File: config.mk
export PLATFORM = sky130hd
export DESIGN_NAME = seven_segment_scan_decoder_flat
export DESIGN_NICKNAME = d
export VERILOG_FILES = /design/src/rtl/seven_seg_pkg.sv /design/src/rtl/seven_segment_scan_decoder_if.sv /design/src/rtl/seg7_pattern_decode.sv /design/src/rtl/seven_segment_scan_decoder.sv /design/src/flat_wrapper.sv
export SDC_FILE = /design/constraint.sdc
export NUM_CORES = 1
export LEC_CHECK = 0
export BUFFER_PORTS_ARGS = -buffer_cell sky130_fd_sc_hd__buf_2
export CAP_MARGIN = 0
export CORE_MARGIN = 2
export CORE_UTILIZATION = 50
export DETAILED_ROUTE_END_ITERATION = 6
export PLACE_DENSITY = 0.72
export SETUP_SLACK_MARGIN = 0.02
export SYNTH_ARGS = -nofsm -noshare
export SYNTH_HDL_FRONTEND = slang
export SYNTH_SLANG_ARGS = --single-unit
File: constraint.sdc
create_clock -name clk -period 1.8 [get_ports clk]
set_input_delay 0.36 -clock clk [delete_from_list [all_inputs] [get_ports clk]]
set_output_delay 0.36 -clock clk [all_outputs]
set_load 0.05 [all_outputs]
File: src/rtl/seven_seg_pkg.sv
// Shared seven-segment definitions for the display-bus encoder and the scan decoder.
//   SEG_0..SEG_9, SEG_BLANK : segment patterns {a,b,c,d,e,f,g}, a = bit 6, active-high
//   BCD_BLANK, BCD_INVALID  : BCD codes reported for blank and non-decimal patterns
//   state_e                 : scan decoder FSM states
package seven_seg_pkg;

   localparam logic [6:0] SEG_0     = 7'b1111110;
   localparam logic [6:0] SEG_1     = 7'b0110000;
   localparam logic [6:0] SEG_2     = 7'b1101101;
   localparam logic [6:0] SEG_3     = 7'b1111001;
   localparam logic [6:0] SEG_4     = 7'b0110011;
   localparam logic [6:0] SEG_5     = 7'b1011011;
   localparam logic [6:0] SEG_6     = 7'b1011111;
   localparam logic [6:0] SEG_7     = 7'b1110000;
   localparam logic [6:0] SEG_8     = 7'b1111111;
   localparam logic [6:0] SEG_9     = 7'b1111011;
   localparam logic [6:0] SEG_BLANK = 7'b0000000;

   localparam logic [3:0] BCD_BLANK   = 4'hF;
   localparam logic [3:0] BCD_INVALID = 4'hE;

   typedef enum logic [1:0] {
      IDLE,
      SETTLE,
      CAPTURED
   } state_e;

endpackage

File: src/rtl/seven_segment_scan_decoder_if.sv
// Display-bus monitor interface.
//   seg_in      : segment lines {a..g}
//   dig_sel     : one-hot digit select
//   bcd_out     : recovered digits, digit i at [4i+3:4i]
//   blank_mask  : digit i was blank
//   err_mask    : digit i held a non-decimal pattern
//   frame_valid : one-cycle pulse when the outputs update
//   frame_err   : OR of err_mask for the published frame
// master drives the bus and observes results; slave is the decoder.
interface seven_segment_scan_decoder_if #(
   parameter int unsigned NUM_DIGITS = 4
);
   logic [6:0]              seg_in;
   logic [NUM_DIGITS-1:0]   dig_sel;
   logic [4*NUM_DIGITS-1:0] bcd_out;
   logic [NUM_DIGITS-1:0]   blank_mask;
   logic [NUM_DIGITS-1:0]   err_mask;
   logic                    frame_valid;
   logic                    frame_err;

   modport master (
      output seg_in, dig_sel,
      input  bcd_out, blank_mask, err_mask, frame_valid, frame_err
   );

   modport slave (
      input  seg_in, dig_sel,
      output bcd_out, blank_mask, err_mask, frame_valid, frame_err
   );
endinterface

File: src/rtl/seg7_pattern_decode.sv
// Combinational seven-segment pattern to BCD decoder.
//   seg   : segment pattern {a..g}, active-high
//   bcd   : decoded digit; BCD_BLANK when blank, BCD_INVALID when non-decimal
//   blank : all segments off
//   err   : pattern is neither a decimal digit nor blank
module seg7_pattern_decode
   import seven_seg_pkg::*;
(
   input  logic [6:0] seg,
   output logic [3:0] bcd,
   output logic       blank,
   output logic       err
);

   always_comb begin
      bcd   = BCD_INVALID;
      blank = 1'b0;
      err   = 1'b0;
      case (seg)
         SEG_0:     bcd = 4'd0;
         SEG_1:     bcd = 4'd1;
         SEG_2:     bcd = 4'd2;
         SEG_3:     bcd = 4'd3;
         SEG_4:     bcd = 4'd4;
         SEG_5:     bcd = 4'd5;
         SEG_6:     bcd = 4'd6;
         SEG_7:     bcd = 4'd7;
         SEG_8:     bcd = 4'd8;
         SEG_9:     bcd = 4'd9;
         SEG_BLANK: begin
            bcd   = BCD_BLANK;
            blank = 1'b1;
         end
         default:   err = 1'b1;
      endcase
   end

endmodule

File: src/rtl/seven_segment_scan_decoder.sv
// Seven-segment scan decoder: watches a multiplexed display bus, waits for each digit
// select to settle, decodes its segments back to BCD and publishes whole frames.
//   clk, rst_n : clock, synchronous active-low reset
//   bus        : seven_segment_scan_decoder_if.slave (bus inputs, frame outputs)
// Build option: define SEG_ACTIVE_LOW_EN for a common-anode bus (inputs inverted
// before the input register).
module seven_segment_scan_decoder
   import seven_seg_pkg::*;
#(
   parameter int unsigned NUM_DIGITS    = 4,
   parameter int unsigned SETTLE_CYCLES = 3,
   parameter int unsigned SETTLE_W      = $clog2(SETTLE_CYCLES + 1)
) (
   input logic                      clk,
   input logic                      rst_n,
   seven_segment_scan_decoder_if.slave bus
);

   localparam logic [SETTLE_W-1:0] SETTLE_MAX = SETTLE_W'(SETTLE_CYCLES);
   localparam logic [SETTLE_W-1:0] SETTLE_ONE = SETTLE_W'(1);
   localparam bit                  SINGLE     = (SETTLE_CYCLES == 1);

   logic [6:0]              seg_pre, seg_q;
   logic [NUM_DIGITS-1:0]   sel_pre, sel_q, cur_q;
   state_e                  state_q;
   logic [SETTLE_W-1:0]     cnt_q, cnt_inc;
   logic [NUM_DIGITS-1:0]   seen_q, seen_d;
   logic [4*NUM_DIGITS-1:0] shadow_bcd_q, bcd_q;
   logic [NUM_DIGITS-1:0]   shadow_blank_q, shadow_err_q, blank_q, err_q;
   logic                    valid_q, ferr_q;
   logic [3:0]              dec_bcd;
   logic                    dec_blank, dec_err;
   logic                    sel_onehot, fresh, do_capture, frame_done;

`ifdef SEG_ACTIVE_LOW_EN
   assign seg_pre = ~bus.seg_in;
   assign sel_pre = ~bus.dig_sel;
`else
   assign seg_pre = bus.seg_in;
   assign sel_pre = bus.dig_sel;
`endif

   always_ff @(posedge clk) begin
      if (!rst_n) begin
         seg_q <= '0;
         sel_q <= '0;
      end else begin
         seg_q <= seg_pre;
         sel_q <= sel_pre;
      end
   end

   seg7_pattern_decode u_decode (
      .seg   (seg_q),
      .bcd   (dec_bcd),
      .blank (dec_blank),
      .err   (dec_err)
   );

   assign sel_onehot = (sel_q != '0) && ((sel_q & (sel_q - 1'b1)) == '0);
   // A new select restarts settling; in SETTLE/CAPTURED cur_q is last edge's sel_q.
   assign fresh      = sel_onehot && ((state_q == IDLE) || (sel_q != cur_q));
   assign cnt_inc    = cnt_q + SETTLE_ONE;
   assign do_capture = sel_onehot &&
                       (fresh ? SINGLE : ((state_q == SETTLE) && (cnt_inc == SETTLE_MAX)));
   assign frame_done = &seen_q;
   // Clear on publish first, so a capture on the same edge opens the next frame.
   assign seen_d     = (frame_done ? '0 : seen_q) | (do_capture ? sel_q : '0);

   always_ff @(posedge clk) begin
      if (!rst_n) begin
         state_q <= IDLE;
         cnt_q   <= '0;
         cur_q   <= '0;
      end else if (!sel_onehot) begin
         state_q <= IDLE;
         cnt_q   <= '0;
      end else if (fresh) begin
         cur_q   <= sel_q;
         cnt_q   <= SETTLE_ONE;
         state_q <= do_capture ? CAPTURED : SETTLE;
      end else if (state_q == SETTLE) begin
         cnt_q <= cnt_inc;
         if (do_capture) state_q <= CAPTURED;
      end
   end

   always_ff @(posedge clk) begin
      if (!rst_n) begin
         seen_q         <= '0;
         shadow_bcd_q   <= {NUM_DIGITS{BCD_BLANK}};
         shadow_blank_q <= '1;
         shadow_err_q   <= '0;
         bcd_q          <= {NUM_DIGITS{BCD_BLANK}};
         blank_q        <= '1;
         err_q          <= '0;
         valid_q        <= 1'b0;
         ferr_q         <= 1'b0;
      end else begin
         seen_q  <= seen_d;
         valid_q <= frame_done;
         if (frame_done) begin
            bcd_q   <= shadow_bcd_q;
            blank_q <= shadow_blank_q;
            err_q   <= shadow_err_q;
            ferr_q  <= |shadow_err_q;
         end
         for (int unsigned i = 0; i < NUM_DIGITS; i++) begin
            if (do_capture && sel_q[i]) begin
               shadow_bcd_q[4*i +: 4] <= dec_bcd;
               shadow_blank_q[i]      <= dec_blank;
               shadow_err_q[i]        <= dec_err;
            end
         end
      end
   end

   assign bus.bcd_out     = bcd_q;
   assign bus.blank_mask  = blank_q;
   assign bus.err_mask    = err_q;
   assign bus.frame_valid = valid_q;
   assign bus.frame_err   = ferr_q;

endmodule
File: src/flat_wrapper.sv
// flat-port wrapper written by rule: the top's interface ports become plain ports
module seven_segment_scan_decoder_flat import seven_seg_pkg::*;
#(
   parameter int unsigned NUM_DIGITS    = 4,
   parameter int unsigned SETTLE_CYCLES = 3,
   parameter int unsigned SETTLE_W      = $clog2(SETTLE_CYCLES + 1)
)
  (clk, rst_n, bus_seg_in, bus_dig_sel, bus_bcd_out, bus_blank_mask, bus_err_mask, bus_frame_valid, bus_frame_err);
  seven_segment_scan_decoder_if #(.NUM_DIGITS(NUM_DIGITS)) bus_i ();
  input logic clk;
  input logic rst_n;
  input wire logic [$bits(bus_i.seg_in)-1:0] bus_seg_in;
  input wire logic [$bits(bus_i.dig_sel)-1:0] bus_dig_sel;
  output wire logic [$bits(bus_i.bcd_out)-1:0] bus_bcd_out;
  output wire logic [$bits(bus_i.blank_mask)-1:0] bus_blank_mask;
  output wire logic [$bits(bus_i.err_mask)-1:0] bus_err_mask;
  output wire logic [$bits(bus_i.frame_valid)-1:0] bus_frame_valid;
  output wire logic [$bits(bus_i.frame_err)-1:0] bus_frame_err;
  assign bus_i.seg_in = bus_seg_in;
  assign bus_i.dig_sel = bus_dig_sel;
  assign bus_bcd_out = bus_i.bcd_out;
  assign bus_blank_mask = bus_i.blank_mask;
  assign bus_err_mask = bus_i.err_mask;
  assign bus_frame_valid = bus_i.frame_valid;
  assign bus_frame_err = bus_i.frame_err;
  seven_segment_scan_decoder #(.NUM_DIGITS(NUM_DIGITS), .SETTLE_CYCLES(SETTLE_CYCLES), .SETTLE_W(SETTLE_W)) u_core (.clk(clk), .rst_n(rst_n), .bus(bus_i));
endmodule
==> impl_metrics.json <==
{
  "gr-usage-met2_pct": 33.41,
  "synthArstFlopShare_pct": 0,
  "die_w_um": 81.90,
  "yosys.area.top_type": "dfxtp_1",
  "synth_area_per_cell_um2": 8.820,
  "multi_input_area_mm2": 0.001465,
  "num_rows": 28,
  "coreArea_mm2": 0.005886,
  "end_kind": "register",
  "drv_cap": 0,
  "vias": 2514,
  "yosysTopAreaCellShare_pct": 48.16,
  "ys_seq_area_share_pct": 48.16,
  "max_freq_ghz": 0.5662,
  "hold_viol": 0,
  "nNetsFinal": 413,
  "cts_hold_buffers": 0,
  "grtUsageMet3_pct": 5.055,
  "slew_headroom_pct": 70.51,
  "slowest_stage": "or4b_4",
  "path_clk_slew_ps": 80,
  "use_met1_pct": 25.43,
  "post-route-drc-count": 0,
  "skew_ps": 9.127,
  "worstMarginPinSlew_ps": 442.3,
  "htreeDepth": 3,
  "period_share_pct": 98.11,
  "diodes": 0,
  "post-place-ws_ps": -22.17,
  "numClockSinks": 73,
  "synth_flop_cell": "dfxtp_1",
  "drt-initial-drc-count": 132,
  "finalWorstSetupSlack_ps": 33.98,
  "hpwlAfterDp_um": 4194,
  "synth_area_leaders": "dfxtp_1, nand2_1, nand3_1",
  "cts_tree": "yes",
  "viasPerCell": 5.248,
  "powerDensity_mw_per_mm2": 871.7,
  "grt_busiest_layer": "met2",
  "p_leak_nw": 1.612,
  "synth_warnings": 0,
  "synth_commonest_cells": "nand2_1, dfxtp_1, nand3_1, clkbuf_1, and2_1",
  "grt_max_degree": 39,
  "ys_types": 48,
  "antenna_found_initial": 0,
  "nFillCells": 506,
  "io_pins": 39,
  "syn2layout_area_growth_pct": 21.94,
  "dp.cells": 452,
  "crit_path_cell_trace": "or4b_4 -> o31ai_4 -> buf_6 -> nand4_4 -> buf_4 -> nand2_1 -> o211ai_1",
  "slowest_delay_ps": 580,
  "cts_root_buf": "clkbuf_8",
  "worstPathArrival_ps": 2010,
  "status": "completed",
  "drt-total-wl_um": 6259,
  "start_kind": "register",
  "overflow": 0,
  "syn_nets": 358,
  "critPathMaxFanout": 8,
  "die_y_um": 81.90,
  "detail-route-antenna-nets": 0,
  "ff_latch_area_mm2": 0.001474,
  "drt_pass1_iterations": 4,
  "crit_type": "register to register",
  "initial_core_util_pct": 51.55,
  "irDropWorstVdd_v": 0.0005648,
  "portBuffers": 38,
  "hold_path_class": "input pin to register",
  "synth_edf_count": 0,
  "required_ps": 2040,
  "insertion_delay_ps": 360,
  "grt_pass1_vias": 2279,
  "finalSetupViolCount": 0,
  "syn_area_mm2": 0.003034,
  "post_layout_nonfiller_instances": 479,
  "fin_crit_ps": 1766,
  "synth_cells": 344,
  "drv_slew": 0,
  "globalplace.congestion": 0.8601,
  "drive_gt1_share_pct": 28.47,
  "die_area_mm2": 0.006708,
  "grt_use_total_pct": 20.45,
  "grt_pass1_wl_um": 10460,
  "wire_per_inst_um": 13.07,
  "cts_buffers": 9,
  "ys_ff_latch": 73,
  "synth_most_common_cell": "nand2_1",
  "rsz0062_at_grt": "true",
  "ctsLongestPathBuffers": 2
}
[metal layers]
metal  vias to the layer above  wire length, um
li1                       1308                -
met1                      1150             2898
met2                        45             2998
met3                        11              264
met4                         0               97
met5                         -                0
[layout make-up]
cell class | count | share of cell area (%)
well taps | 75 | 2.536
inverters | 8 | 0.8116
multi-input cells | 237 | 39.60
repair buffers | 70 | 11.73
clock inverters | 7 | 2.131
flip-flops and latches | 73 | 39.84
clock buffers | 9 | 3.348
[registers in the layout, indices dropped and copies added, names as in the netlist]
signal,count
u_core.bus.bcd_out,16
u_core.bus.blank_mask,4
u_core.bus.err_mask,4
u_core.bus.frame_err,1
u_core.bus.frame_valid,1
u_core.cnt_q,2
u_core.cur_q,4
u_core.seen_q,4
u_core.seg_q,7
u_core.sel_q,4
u_core.shadow_bcd_q,16
u_core.shadow_blank_q,4
u_core.shadow_err_q,4
u_core.state_q,2
[kinds of logic (layout without fill, tap and decap cells)]
logic type / after synthesis / after routing / synth area share (%)
muxes: 2 / 2 / 0.6598
AOI/OAI and AO/OA: 58 / 58 / 14.39
DFF: 73 / 73 / 48.16
adders and majority gates: 2 / 2 / 0.7834
xor gates and xnor gates: 6 / 6 / 1.732
buffers and inverters: 35 / 94 / 5.443
and+or+nand+nor: 168 / 169 / 28.82
[cells in the final DEF, fill, tap and decap left out, drive strengths merged, types with 2 or more instances in the layout]
cell type	count
a211oi	2
a21boi	12
a21oi	4
a31oi	9
and2	13
and3	2
and3b	4
and4	2
buf	70
clkbuf	9
clkinvlp	3
dfxtp	73
inv	10
mux2i	2
nand2	76
nand2b	3
nand3	30
nand4	8
nor2	4
nor2b	4
nor3	8
nor3b	4
o211ai	12
o21ai	9
o31ai	2
o32ai	3
or3	3
or3b	2
or4	2
xnor2	5
[worst max-delay path: cells and delay by family, from the launching register on]
family	cells	cell delay (ps)
AND/OR/NAND/NOR	3	760
buffers and inverters	2	350
flip-flops	1	370
AO/OA/AOI/OAI	2	170
[power breakdown]
part | switching, W | internal, W | total, W
registers | 0.0000305 | 0.00164 | 0.00167
clock network | 0.000658 | 0.000651 | 0.00131
logic | 0.000133 | 0.000117 | 0.000249
[metrics by stage]
stage	power (W)	TNS [ps]	cell area, um2	util (%)	hold slack [ps]
detailed placement	0.001920	-23.94	3348	56.89	450.1
finish	0.003225	0	3700	62.86	198.5
CTS	0.003228	0	3632	61.71	192.9
floorplan	0.001851	0	3034	-	432.9
global placement	0.001915	-23.72	3348	56.89	446.4
global route	0.003348	-134.1	3700	62.86	198.9
[path summary, 6_finish.rpt]
check / cells after the start / slack [ps] / end / start
hold / removal: 2 / 200 / u_core.seg_q[5]$_SDFF_PN0_ / bus_seg_in[5]
setup reg to reg: 7 / 30 / u_core.shadow_bcd_q[11]$_SDFFE_PN1P_ / u_core.sel_q[2]$_SDFF_PN0_
setup / recovery: 7 / 30 / u_core.shadow_bcd_q[11]$_SDFFE_PN1P_ / u_core.sel_q[2]$_SDFF_PN0_
hold reg to reg: 2 / 460 / u_core.bus.err_mask[0]$_SDFFE_PN0P_ / u_core.bus.err_mask[0]$_SDFFE_PN0P_
[repair_timing]
item,4_1_cts,5_1_grt
resized for setup,5,13
setup buffers,7,3
gates cloned,1,0
pin swaps,3,8
setup endpoints to repair,8,25
Note: power is estimated with default switching activity, not from simulation.
